--- src/rtl/ps2_kbd_controller.sv ---
// ============================================================================
// Module   : ps2_kbd_controller
// Purpose  : Z180 I/O-mapped PS/2 keyboard receiver with scan-code FIFO,
//            DATA/STATUS registers and a maskable active-low interrupt.
// Revision : 1.0
// ============================================================================
`default_nettype none

module ps2_kbd_controller #(
    parameter int FIFO_DEPTH     = 8,
    parameter int SAMPLE_DELAY   = 8,
    parameter int TIMEOUT_CYCLES = 36864
) (
    input  logic       CLK,
    input  logic       RST,
    input  logic       CS_N,
    input  logic       IOREQ,
    input  logic       R,
    input  logic       W,
    input  logic       ADDR0,
    input  logic [7:0] DATA_IN,
    output logic [7:0] DATA_OUT,
    output logic       DATA_OE,
    input  logic       KB_CLK,
    input  logic       KB_DATA,
    output logic       INT_N
);

    localparam int PTR_W = $clog2(FIFO_DEPTH);
    localparam int CNT_W = PTR_W + 1;
    localparam int SMP_W = $clog2(SAMPLE_DELAY + 2);
    localparam int TO_W  = $clog2(TIMEOUT_CYCLES + 1);

    typedef enum logic [1:0] {
        ST_IDLE   = 2'd0,
        ST_DATA   = 2'd1,
        ST_PARITY = 2'd2,
        ST_STOP   = 2'd3
    } rx_state_t;

    rx_state_t        state_q, state_d;
    logic             kb_clk_s1_q, kb_clk_s1_d, kb_clk_s2_q, kb_clk_s2_d;
    logic             kb_data_s1_q, kb_data_s1_d, kb_data_s2_q, kb_data_s2_d;
    logic [SMP_W-1:0] sample_cnt_q, sample_cnt_d;
    logic [TO_W-1:0]  timeout_q, timeout_d;
    logic [2:0]       bit_cnt_q, bit_cnt_d;
    logic [7:0]       shift_q, shift_d;
    logic             parity_q, parity_d;
    logic [7:0]       mem_q [FIFO_DEPTH];
    logic [7:0]       mem_d [FIFO_DEPTH];
    logic [PTR_W-1:0] wr_ptr_q, wr_ptr_d, rd_ptr_q, rd_ptr_d;
    logic [CNT_W-1:0] count_q, count_d;
    logic             ferr_q, ferr_d, perr_q, perr_d, ovf_q, ovf_d, ie_q, ie_d;
    logic             int_n_q, int_n_d;
    logic             rd_acc_q, rd_acc_d, wr_acc_q, wr_acc_d, addr0_q, addr0_d;

    logic             sample, bit_val, push_req, ferr_set, perr_set;
    logic             rd_acc, wr_acc, wr_edge, stat_wr, flush;
    logic             full, nempty, pop_req, do_push, ovf_set;
    logic [7:0]       status, head;
    logic             unused_data_in_bits;

    assign unused_data_in_bits = &{1'b0, DATA_IN[6:5], DATA_IN[1]};

    // Synchroniser and low-period sample counter (saturates so only one bit per low)
    always_comb begin
        kb_clk_s1_d  = KB_CLK;
        kb_clk_s2_d  = kb_clk_s1_q;
        kb_data_s1_d = KB_DATA;
        kb_data_s2_d = kb_data_s1_q;
        sample_cnt_d = sample_cnt_q;
        if (kb_clk_s2_q)
            sample_cnt_d = '0;
        else if (sample_cnt_q != SMP_W'(SAMPLE_DELAY + 1))
            sample_cnt_d = sample_cnt_q + SMP_W'(1);
    end

    assign sample  = ~kb_clk_s2_q & (sample_cnt_q == SMP_W'(SAMPLE_DELAY));
    assign bit_val = kb_data_s2_q;

    always_comb begin
        state_d   = state_q;
        bit_cnt_d = bit_cnt_q;
        shift_d   = shift_q;
        parity_d  = parity_q;
        timeout_d = '0;
        push_req  = 1'b0;
        ferr_set  = 1'b0;
        perr_set  = 1'b0;
        case (state_q)
            ST_IDLE: begin
                if (sample && !bit_val) begin
                    state_d   = ST_DATA;
                    bit_cnt_d = 3'd0;
                end
            end
            ST_DATA: begin
                if (sample) begin
                    shift_d   = {bit_val, shift_q[7:1]};
                    bit_cnt_d = bit_cnt_q + 3'd1;
                    if (bit_cnt_q == 3'd7)
                        state_d = ST_PARITY;
                end
            end
            ST_PARITY: begin
                if (sample) begin
                    parity_d = bit_val;
                    state_d  = ST_STOP;
                end
            end
            ST_STOP: begin
                if (sample) begin
                    state_d = ST_IDLE;
                    if (!bit_val)
                        ferr_set = 1'b1;
                    else if (^{shift_q, parity_q})
                        push_req = 1'b1;
                    else
                        perr_set = 1'b1;
                end
            end
            default: state_d = ST_IDLE;
        endcase
        if (state_q != ST_IDLE && !sample) begin
            if (timeout_q == TO_W'(TIMEOUT_CYCLES)) begin
                state_d  = ST_IDLE;
                ferr_set = 1'b1;
            end else begin
                timeout_d = timeout_q + TO_W'(1);
            end
        end
    end

    // Bus decode; pop is deferred to the cycle after a DATA read ends
    assign rd_acc  = ~CS_N & ~IOREQ & ~R;
    assign wr_acc  = ~CS_N & ~IOREQ & ~W;
    assign wr_edge = wr_acc & ~wr_acc_q;
    assign stat_wr = wr_edge & ADDR0;
    assign flush   = wr_edge & ~ADDR0 & DATA_IN[0];
    assign full    = (count_q == CNT_W'(FIFO_DEPTH));
    assign nempty  = (count_q != '0);
    assign pop_req = rd_acc_q & ~rd_acc & ~addr0_q & nempty;

    always_comb begin
        mem_d    = mem_q;
        wr_ptr_d = wr_ptr_q;
        rd_ptr_d = rd_ptr_q;
        count_d  = count_q;
        do_push  = 1'b0;
        ovf_set  = 1'b0;
        if (flush) begin
            wr_ptr_d = '0;
            rd_ptr_d = '0;
            count_d  = '0;
        end else begin
            do_push = push_req & (~full | pop_req);
            ovf_set = push_req & full & ~pop_req;
            if (do_push) begin
                mem_d[wr_ptr_q] = shift_q;
                wr_ptr_d        = wr_ptr_q + PTR_W'(1);
            end
            if (pop_req)
                rd_ptr_d = rd_ptr_q + PTR_W'(1);
            count_d = count_q + CNT_W'(do_push) - CNT_W'(pop_req);
        end
        // A new error in the same cycle as its W1C clear wins
        ferr_d   = (ferr_q & ~(stat_wr & DATA_IN[4])) | ferr_set;
        perr_d   = (perr_q & ~(stat_wr & DATA_IN[3])) | perr_set;
        ovf_d    = (ovf_q  & ~(stat_wr & DATA_IN[2])) | ovf_set;
        ie_d     = stat_wr ? DATA_IN[7] : ie_q;
        rd_acc_d = rd_acc;
        wr_acc_d = wr_acc;
        addr0_d  = rd_acc ? ADDR0 : addr0_q;
        int_n_d  = ~(ie_q & (nempty | ovf_q | perr_q | ferr_q));
    end

    always_ff @(posedge CLK or posedge RST) begin
        if (RST) begin
            state_q      <= ST_IDLE;
            kb_clk_s1_q  <= 1'b1;
            kb_clk_s2_q  <= 1'b1;
            kb_data_s1_q <= 1'b1;
            kb_data_s2_q <= 1'b1;
            sample_cnt_q <= '0;
            timeout_q    <= '0;
            bit_cnt_q    <= 3'd0;
            shift_q      <= 8'h00;
            parity_q     <= 1'b0;
            mem_q        <= '{default: 8'h00};
            wr_ptr_q     <= '0;
            rd_ptr_q     <= '0;
            count_q      <= '0;
            ferr_q       <= 1'b0;
            perr_q       <= 1'b0;
            ovf_q        <= 1'b0;
            ie_q         <= 1'b0;
            int_n_q      <= 1'b1;
            rd_acc_q     <= 1'b0;
            wr_acc_q     <= 1'b0;
            addr0_q      <= 1'b0;
        end else begin
            state_q      <= state_d;
            kb_clk_s1_q  <= kb_clk_s1_d;
            kb_clk_s2_q  <= kb_clk_s2_d;
            kb_data_s1_q <= kb_data_s1_d;
            kb_data_s2_q <= kb_data_s2_d;
            sample_cnt_q <= sample_cnt_d;
            timeout_q    <= timeout_d;
            bit_cnt_q    <= bit_cnt_d;
            shift_q      <= shift_d;
            parity_q     <= parity_d;
            mem_q        <= mem_d;
            wr_ptr_q     <= wr_ptr_d;
            rd_ptr_q     <= rd_ptr_d;
            count_q      <= count_d;
            ferr_q       <= ferr_d;
            perr_q       <= perr_d;
            ovf_q        <= ovf_d;
            ie_q         <= ie_d;
            int_n_q      <= int_n_d;
            rd_acc_q     <= rd_acc_d;
            wr_acc_q     <= wr_acc_d;
            addr0_q      <= addr0_d;
        end
    end

    assign status   = {ie_q, 2'b00, ferr_q, perr_q, ovf_q, full, nempty};
    assign head     = nempty ? mem_q[rd_ptr_q] : 8'h00;
    assign DATA_OE  = rd_acc & ~RST;
    assign DATA_OUT = DATA_OE ? (ADDR0 ? status : head) : 8'h00;
    assign INT_N    = int_n_q;

endmodule

`default_nettype wire

--- config.mk ---
export PLATFORM = sky130hd
export DESIGN_NAME = ps2_kbd_controller
export DESIGN_NICKNAME = d
export VERILOG_FILES = /design/src/rtl/ps2_kbd_controller.sv
export SDC_FILE = /design/constraint.sdc
export NUM_CORES = 1
export LEC_CHECK = 0
export ABC_AREA = 1
export BUFFER_PORTS_ARGS = -buffer_cell sky130_fd_sc_hd__clkbuf_2
export CAP_MARGIN = 20
export CORE_UTILIZATION = 56
export CTS_CLUSTER_DIAMETER = 200
export CTS_CLUSTER_SIZE = 16
export DETAILED_ROUTE_END_ITERATION = 16
export HOLD_SLACK_MARGIN = 0.02
export PLACE_DENSITY_LB_ADDON = 0.05
export SYNTH_ARGS = -nofsm -noshare
export SYNTH_HDL_FRONTEND = slang
export SYNTH_SLANG_ARGS = --single-unit
--- constraint.sdc ---
create_clock -name CLK -period 3.75 [get_ports CLK]
set_input_delay 0.75 -clock CLK [delete_from_list [all_inputs] [get_ports CLK]]
set_output_delay 0.75 -clock CLK [all_outputs]
set_load 0.03 [all_outputs]
# Word level (Yosys, flattened, before mapping)

Index checks and enable logic that the tools add are counted.

Latch bits: 0
Memory bits (read-only): 0
Memories: 0
Input port bits: 17
Flip-flop bits (word level): 120
Output and inout port bits: 10
Logic and storage cells: 157
Memory bits (writable): 0

Divide/modulo/power cells: 0
$lt $le $gt $ge: 3
Equal/unequal tests: 10
Add/subtract/negate cells: 7
Mux-type cells: 43
Bitwise operators: 48
Shift operators: 0
Reduce and logical (&&, ||, !) cells: 17
Multipliers: 0

Operators by type and width:

| operator                                                         | count |
|---|---|
| 64-bit bitwise mux                                               | 1 |
| 8-bit 2-to-1 mux                                                 | 6 |
| 16-bit 2-to-1 mux                                                | 2 |
| 8-bit binary-select mux with 3-bit select                        | 1 |
| 8-bit demux with 3-bit select                                    | 1 |
| 1-bit AND                                                        | 22 |
| 3-bit 2-to-1 mux                                                 | 6 |
| 1-bit inverter                                                   | 17 |
| 16-bit by 1-bit adder with 16-bit output (second input constant) | 1 |
| 16-bit == test (second input constant)                           | 1 |
| 1-bit 2-to-1 mux                                                 | 14 |
| 2-bit 2-to-1 mux                                                 | 7 |
| 4-bit 2-to-1 mux                                                 | 3 |
| 2-bit nonzero test                                               | 5 |
| 3-bit by 1-bit adder with 3-bit output (second input constant)   | 3 |
| 9-bit parity                                                     | 1 |
| 4-bit == test (second input constant)                            | 2 |
| 4-bit greater-or-equal comparator (second input constant)        | 2 |
| 3-bit inverter with 4-bit output                                 | 2 |
| 2-bit one-hot mux with 4 select lines                            | 1 |
| 1-bit bitwise OR                                                 | 7 |
| 3-bit one-hot mux with 2 select lines                            | 1 |
| 2-bit AND reduction                                              | 3 |
| 4-bit by 1-bit adder with 4-bit output                           | 1 |
| other kinds (13)                                                 | 18 |

# Longest topological paths before layout

Gate-level depths: netlist of the first run.

Word-level depth: 12
Depth in mapped cells: 18
Gate-level depth less buffers: 16

# Worst setup path after synthesis of the first run

No wires, ideal clock.

Kind: input-to-output
From: input IOREQ
To: output DATA_OUT[5]
Required time: 3000 ps
Cell stages on the path: 7
Arrival time: 2445 ps
Slack: 555 ps
Buffers on the path: 0
Cells stage by stage: nor2_1 -> nand2_1 -> nor2_1 -> inv_1 -> nor3_1 -> o21ai_0 -> a31oi_1

Longest elaborated chain between the ends: 5

RTL lines:

| what                   | RTL line | RTL |
|---|---|---|
| from (decl)            | 17       | `input logic IOREQ,` |
| 1-bit inverter         | 135      | `assign rd_acc = ~CS_N & ~IOREQ & ~R;` |
| 1-bit AND (2 in a row) | 135      |  |
| 1-bit AND              | 229      | `assign DATA_OE = rd_acc & ~RST;` |
| named net DATA_OE      | 23       | `output logic DATA_OE,` |
| 8-bit 2-to-1 mux       | 230      | `assign DATA_OUT = DATA_OE ? (ADDR0 ? status : head) : 8'h00;` |
| to (decl)              | 22       | `output logic [7:0] DATA_OUT,` |

The timed path passes the listed nets, and every way through them passes these cells.

# Worst setup path after layout of the first run

From: input IOREQ
To: output DATA_OUT[5]

Longest elaborated chain between the ends: 5

RTL lines:

| what                   | RTL line |
|---|---|
| 1-bit inverter         | 135 |
| 1-bit AND (2 in a row) | 135 |
| 1-bit AND              | 229 |
| 8-bit 2-to-1 mux       | 230 |

Every way passes these cells.

==> flow_summary_export.csv, run 1 <==
group,metric,value,unit
clocking,cts-resized-gates,0,
die,die-area,0.01156,mm2
detailed_routing,avgViaCountPerCell,5.905,
detailed_routing,drc,0,
die,dieHeight,107.5,um
power_and_ir_drop,power_per_cell_area,548.3,mW/mm2
timing,maxClockFrequency,299.7,MHz
detailed_routing,first_iter_violations,430,
logic_synthesis,biggest_area_contributors_in_the_synthesized_netlist,"dfrtp_1 46%, nand2_1 12%, nand4_1 7.8%",
logic_synthesis,yosys.area.top_type,"dfrtp_1",
job,cap_viol_max_count,0,
die,io_pins,27,
layout,share_of_post_route_cells_with_drive_strength_above_1,0.1103,
power_and_ir_drop,pwr-share-comb,0.199,
clocking,clk_root_buffer_cell,"clkbuf_8",
layout,final_core_util,0.6496,
power_and_ir_drop,cellInternalPower,2.677,mW
grt,first_global_vias,5304,
logic_synthesis,synth-xor-area-share,0.01404,
detailed_routing,num_vias,5486,
logic_synthesis,post_synth_num_cell_types,44,
power_and_ir_drop,sw_frac_of_total,0.3066,
power_and_ir_drop,power_leakage,3.464,nW
logic_synthesis,share_of_the_yosys_chip_area_belonging_to_registers,0.4825,
logic_synthesis,area_fraction_in_compound_gates_after_synthesis,0.09109,
clocking,hold_buffers,0,
timing,fin_tns_setup,0,ns
worst_setup_path,ff2ff_setup_slack,1.03,ns
worst_setup_path,r2r_cells,14,
worst_setup_path,crit-reg2reg-launch,"count_q[2]$_DFF_PP0_",
worst_setup_path,cp.arrival,2.59,ns
grt,grt_pass1_wl,26.71,mm
logic_synthesis,synth_top_area_share,0.4615,
outcome,status,"complete, no violations",
logic_synthesis,ys_warn_count,0,
worst_hold_path,hold_depth,1,
timing,worst-slew-pin-transition,0.8448,ns
detailed_routing,antenna_left,0,
timing,post-route-period-util,0.8897,
worst_setup_path,count_of_buffering_cells_on_the_critical_path_with_inverters_included,3,
clocking,numCtsBuffers,17,
worst_setup_path,cp_cell_sequence,"clkbuf_2 -> nor2_1 -> nand2_1 -> nor2_1 -> inv_1 -> nor3_1 -> o21ai_0 -> a31oi_1 -> clkbuf_2",
clocking,cts_setup_buffers,0,
clocking,tritoncts,"done",
worst_setup_path,timing.critical_path.to_type,"output pin",
placement,dp_hpwl,10.16,mm
logic_synthesis,syn-num-nets,795,
logic_synthesis,async_flop_share,1.000,
clocking,cts.path.max_buffers,2,
die,floorplan.initialDensity,0.5753,
clocking,clkSlewWorstSetupHoldPaths,0.06,ns
clocking,cts_htree_levels,4,
worst_setup_path,timing.critical_path.max_delay_family,"simple AND/OR/NAND/NOR gates",
grt,total_congestion_overflow_after_global_routing,0,
worst_hold_path,hold_path_end,"kb_clk_s1_q$_DFF_PP1_",
logic_synthesis,dominantRegCellSynth,"dfrtp_1",
worst_setup_path,worstPathRequired,3.00,ns
timing,final_hold_viol_count,0,
power_and_ir_drop,ir_worst_vdd,0.4904,mV
worst_setup_path,crit_path_largest_cell_delay,0.46,ns
logic_synthesis,synth.top_cells.by_count,"206 x nand2_1, 115 x dfrtp_1, 78 x nand4_1, 68 x nor2_1, 59 x inv_1",
layout,area_growth_syn_to_layout,12.92,%
worst_setup_path,r2r-end,"count_q[2]$_DFF_PP0_",
logic_synthesis,syn-instance-count,763,
logic_synthesis,synth_edf_count,0,
placement,gp_congestion,0.8609,
logic_synthesis,synth_top_family_by_area,"simple AND/OR/NAND/NOR gates",
timing,timing.final.max_slew_violations,0,
layout,antennaDiodeCount,0,
layout,final.fill_count,890,
clocking,clock_sink_count,120,
timing,worst_slew_margin_rel,0.4325,
grt,groute.usage.overall,0.3053,
placement,place.port_buffers,23,
timing,finalSetupViolCount,0,
logic_synthesis,ys_ff_latch,120,
timing,fin_skew,0.009774,ns
logic_synthesis,synthMuxAreaShare,0.003210,
worst_setup_path,critPathMaxFanout,4,
die,number_of_rows_in_the_core_area,38,
timing,min_period,3.336,ns
detailed_routing,detail_route.wirelength,15.95,mm
logic_synthesis,postSynthAreaPerCell,8.173,um2
power_and_ir_drop,design_power_total,3.861,mW
grt,grt_max_degree,121,
detailed_routing,detailedRoute.firstPassIterationCount,5,
worst_setup_path,critical-path-slowest-cell,"nor3_1",
power_and_ir_drop,p_clk_frac,0.438,
worst_hold_path,tightest_hold_check_type,"in2reg",
worst_setup_path,start_kind,"input pin",
worst_setup_path,critical_path_class,"in2out",
timing,rsz_0062_raised_after_global_routing,"no",
clocking,worst_skew_pair.late_latency,0.54,ns
grt,grt_antenna_before_repair,0,
logic_synthesis,post_synth_instance_area,0.006236,mm2
logic_synthesis,synth_fa_ha_area_frac,0.03130,
worst_setup_path,crit_path_start,"IOREQ",
die,die_w,107.5,um
logic_synthesis,yosysMostFrequentCell,"nand2_1",
layout,num-nets-final,808,
power_and_ir_drop,p_sw,1.184,mW
die,fp.coreArea,0.01084,mm2
logic_synthesis,synthSimpleGateAreaFrac,0.3076,
worst_hold_path,worst_hold_startpoint,"KB_CLK",
power_and_ir_drop,seq_power_share,0.362,
detailed_routing,routed_wire_length_per_instance,17.17,um
-- how the worst max path moves through the flow --
stage,to,slack [ns],cells past startpoint
after floorplan,DATA_OUT[5],0.56,7
after global placement,DATA_OUT[6],0.56,9
after detailed placement,DATA_OUT[5],0.45,9
after CTS,DATA_OUT[5],0.45,9
after global routing,DATA_OUT[5],0.25,9
final,DATA_OUT[5],0.41,9
-- metal layers --
metal  share of wire  global-route usage  vias to the layer above
met3           0.076             0.06659                       30
met4           0.027              0.1419                        0
met5               0                   0                        -
li1                -                   -                     2619
met1            0.42              0.3920                     2598
met2            0.48              0.4927                      239
-- kinds of logic (layout without fill, tap and decap cells) --
family          after synthesis  after routing
compound gates               97             97
xor+xnor                     10             10
fa+ha+maj                    15             15
buf+inv                     103            129
flops                       120            120
mux                           2              2
simple gates                416            416
-- area by class of cell --
type                            count  area (um2)  share of cell area
Tap cell                          140       175.2             0.02488
Timing Repair Buffer               33       202.7             0.02878
Multi-Input combinational cell    540        2794              0.3968
Clock inverter                     15       202.7             0.02878
Clock buffer                       17       414.1             0.05881
Sequential cell                   120        3009              0.4273
Inverter                           64       244.0             0.03465
-- power groups by stage --
stage          registers, mW  clock network [mW]  logic, mW
3_3_place_gp            1.42                   0      0.743
5_1_grt                 1.40                1.76      0.854
6_report                1.40                1.69      0.770
4_1_cts                 1.40                1.71      0.757
3_5_place_dp            1.42                   0      0.755
2_1_floorplan           1.41                   0      0.546
-- cell usage in the layout, fill, tap and decap left out, drive strengths merged, types with 2 or more instances in the layout --
master	n
xor2	8
mux2i	2
inv	61
nand3	28
nor4	6
dfstp	5
a31oi	3
clkinvlp	9
o211ai	3
a22o	2
ha	14
a211oi	2
clkinv	5
buf	10
nor2	72
clkbuf	40
o22ai	4
a21oi	16
dfrtp	115
xnor2	2
nor3	22
nand4	78
a221o	2
o221ai	7
nand2	207
o21ai	52
bufinv	4
-- flip-flops by register name, indices dropped and copies added (netlist names) --
signal	count
INT_N	1
addr0_q	1
bit_cnt_q	3
bit_val	1
count_q	4
ferr_q	1
ie_q	1
kb_clk_s1_q	1
kb_clk_s2_q	1
kb_data_s1_q	1
mem_q	64
ovf_q	1
parity_q	1
perr_q	1
rd_acc_q	1
rd_ptr_q	3
sample_cnt_q	4
shift_q	8
state_q	2
timeout_q	16
wr_acc_q	1
wr_ptr_q	3
-- through the flow --
| stage | worst slack, ns | cells | hold WS, ns | area, um2 |
|---|---|---|---|---|
| after floorplan | 0.5552 | 763 | 0.3452 | 6240 |
| after global placement | 0.5602 | 897 | 0.3475 | 6425 |
| after detailed placement | 0.4544 | 897 | 0.3485 | 6425 |
| after CTS | 0.4546 | 929 | 0.2783 | 7042 |
| after global routing | 0.2497 | 929 | 0.2759 | 7042 |
| final | 0.4136 | 929 | 0.2913 | 7042 |
(Power assumes the default switching activity.)
==> run 2, diff against run 1 <==
- CTS_BUF_LIST: not set -> sky130_fd_sc_hd__clkbuf_16
==> run 2 against run 1 <==
Compared with the run above: core utilization up 0.10 points; first-iteration DRC count up 8.8%; cell count unchanged; clock skew down 0.0026 ns; count of clock-buffer cells in the layout unchanged; combinational power about the same; clock power about the same; global-route usage about the same; wire length down 0.24%; worst hold slack better by 0.064 ns; maximum frequency down 1.0%; largest cell class unchanged.
==> flow_summary_export.csv, run 2 (same netlist as run 1, synthesis figures left out) <==
group,metric,value,unit
worst_setup_path,cp.arrival,2.62,ns
grt,grt_antenna_before_repair,0,
detailed_routing,avgViaCountPerCell,5.891,
clocking,clock_sink_count,120,
die,dieHeight,107.5,um
outcome,status,"complete, no violations",
layout,registers.top_by_ff_count,"mem_q",
detailed_routing,detail_route.wirelength,15.91,mm
worst_setup_path,crit_path_end,"DATA_OUT[5]",
timing,worst_slew_margin_rel,0.4468,
die,die_w,107.5,um
layout,number_of_flip_flops_under_the_largest_register_name,64,
layout,antennaDiodeCount,0,
timing,fin_skew,0.007188,ns
worst_setup_path,start_kind,"input pin",
clocking,worst_skew_pair.late_latency,0.43,ns
worst_setup_path,crit_path_largest_cell_delay,0.46,ns
layout,final.fill_count,891,
layout,num-nets-final,808,
clocking,hold_buffers,0,
worst_setup_path,r2r-end,"count_q[2]$_DFF_PP0_",
die,fp.coreArea,0.01084,mm2
layout,largest_registers,"mem_q: 64 flops, timeout_q: 16 flops, shift_q: 8 flops",
worst_setup_path,timing.critical_path.to_type,"output pin",
placement,gp_congestion,0.8609,
clocking,cts_setup_buffers,0,
clocking,cts.path.max_buffers,2,
detailed_routing,num_vias,5473,
layout,share_of_post_route_cells_with_drive_strength_above_1,0.1103,
detailed_routing,antenna_left,0,
detailed_routing,drc,0,
timing,finalSetupViolCount,0,
timing,final_hold_viol_count,0,
clocking,numCtsBuffers,17,
detailed_routing,wl_met1,6.600,mm
detailed_routing,first_iter_violations,468,
placement,place.port_buffers,23,
grt,grt_max_degree,121,
layout,layout.cells.most_common,"nand2_1",
timing,whs,0.3556,ns
power_and_ir_drop,design_power_total,3.890,mW
power_and_ir_drop,power_leakage,3.469,nW
clocking,clk_root_buffer_cell,"clkbuf_16",
placement,placedInstanceArea,0.006425,mm2
die,number_of_rows_in_the_core_area,38,
layout,final_cell_mix,"206 x nand2_1, 115 x dfrtp_1, 78 x nand4_1",
clocking,cts_htree_levels,4,
power_and_ir_drop,ir_worst_vdd,0.4931,mV
clocking,clkSlewWorstSetupHoldPaths,0.05,ns
placement,dp_hpwl,10.16,mm
clocking,cts-resized-gates,0,
grt,total_congestion_overflow_after_global_routing,0,
worst_setup_path,crit-reg2reg-launch,"count_q[2]$_DFF_PP0_",
timing,fin_tns_setup,0,ns
timing,worst-slew-pin-transition,0.8235,ns
worst_setup_path,worstPathRequired,3.00,ns
detailed_routing,wl_met2,7.503,mm
die,io_pins,27,
detailed_routing,dr_wl_met3,1.264,mm
placement,dp_cells,897,
worst_hold_path,tightest_hold_check_type,"reg2reg",
die,die-area,0.01156,mm2
die,floorplan.initialDensity,0.5753,
timing,maxClockFrequency,296.6,MHz
detailed_routing,detailedRoute.firstPassIterationCount,5,
detailed_routing,dr.max_layer_used,"met4",
timing,post-route-period-util,0.8989,
grt,grt_pass1_wl,26.70,mm
job,cap_viol_max_count,0,
worst_setup_path,crit_path_start,"IOREQ",
layout,instances_no_fill,929,
layout,area_growth_syn_to_layout,13.10,%
timing,min_period,3.371,ns
worst_setup_path,critPathMaxFanout,4,
grt,first_global_vias,5307,
worst_setup_path,r2r_cells,14,
timing,timing.final.max_slew_violations,0,
worst_setup_path,critical_path_class,"in2out",
layout,design_area,0.007053,mm2
power_and_ir_drop,power_per_cell_area,551.5,mW/mm2
worst_setup_path,cp_cell_sequence,"clkbuf_2 -> nor2_1 -> nand2_1 -> nor2_1 -> inv_1 -> nor3_1 -> o21ai_0 -> a31oi_1 -> clkbuf_2",
detailed_routing,routed_wire_length_per_instance,17.13,um
worst_setup_path,ff2ff_setup_slack,1.04,ns
timing,rsz_0062_raised_after_global_routing,"no",
grt,groute.usage.overall,0.3058,
worst_setup_path,critical-path-slowest-cell,"nor3_1",
clocking,tritoncts,"done",
-- run 2: cell types whose count changed in the layout (fill, tap and decap cells not counted) --
cell | previous run | this run
clkbuf_16 | 16 | 17
clkbuf_8 | 1 | 0
-- run 2: report_power, final --
group | internal [mW] | switching, mW | total, mW
Sequential | 1.36 | 0.0436 | 1.40
Combinational | 0.244 | 0.526 | 0.770
Clock | 1.11 | 0.611 | 1.72
-- run 2: worst min path at each step --
| stage | start | end | slack (ns) | cells after the start |
|---|---|---|---|---|
| final | kb_clk_s1_q$_DFF_PP1_ | kb_clk_s2_q$_DFF_PP1_ | 0.36 | 0 |
| after floorplan | kb_data_s1_q$_DFF_PP1_ | bit_val$_DFF_PP1_ | 0.35 | 0 |
| after global routing | kb_clk_s1_q$_DFF_PP1_ | kb_clk_s2_q$_DFF_PP1_ | 0.36 | 0 |
| after CTS | kb_clk_s1_q$_DFF_PP1_ | kb_clk_s2_q$_DFF_PP1_ | 0.36 | 0 |
| after global placement | kb_clk_s1_q$_DFF_PP1_ | kb_clk_s2_q$_DFF_PP1_ | 0.35 | 0 |
| after detailed placement | kb_clk_s1_q$_DFF_PP1_ | kb_clk_s2_q$_DFF_PP1_ | 0.35 | 0 |
-- run 2: layout make-up --
type	count	area (um2)	share of cell area
clock inverters	15	202.7	0.02874
repair buffers	33	202.7	0.02874
flip-flops and latches	120	3009	0.4266
multi-input cells	540	2794	0.3961
inverters	64	244.0	0.03459
clock buffers	17	425.4	0.06032
well taps	140	175.2	0.02484
-- run 2: metal layers --
layer  GRT usage  vias to the layer above
met4      0.1292                        0
li1            -                     2613
met5           0                        -
met1      0.3921                     2568
met2      0.4899                      247
met3     0.07990                       45
-- run 2: worst max-delay path, delay by kind of cell --
family,cells,cell delay [ns]
compound gates,2,0.43
buf+inv,3,0.48
simple gates,4,0.94
-- run 2: through the flow --
step	util	setup slack (ns)
final	0.6506	0.3790
after floorplan	-	0.5552
after global routing	0.6506	0.2497
after detailed placement	0.5927	0.4544
after global placement	0.5927	0.5602
after CTS	0.6506	0.4546
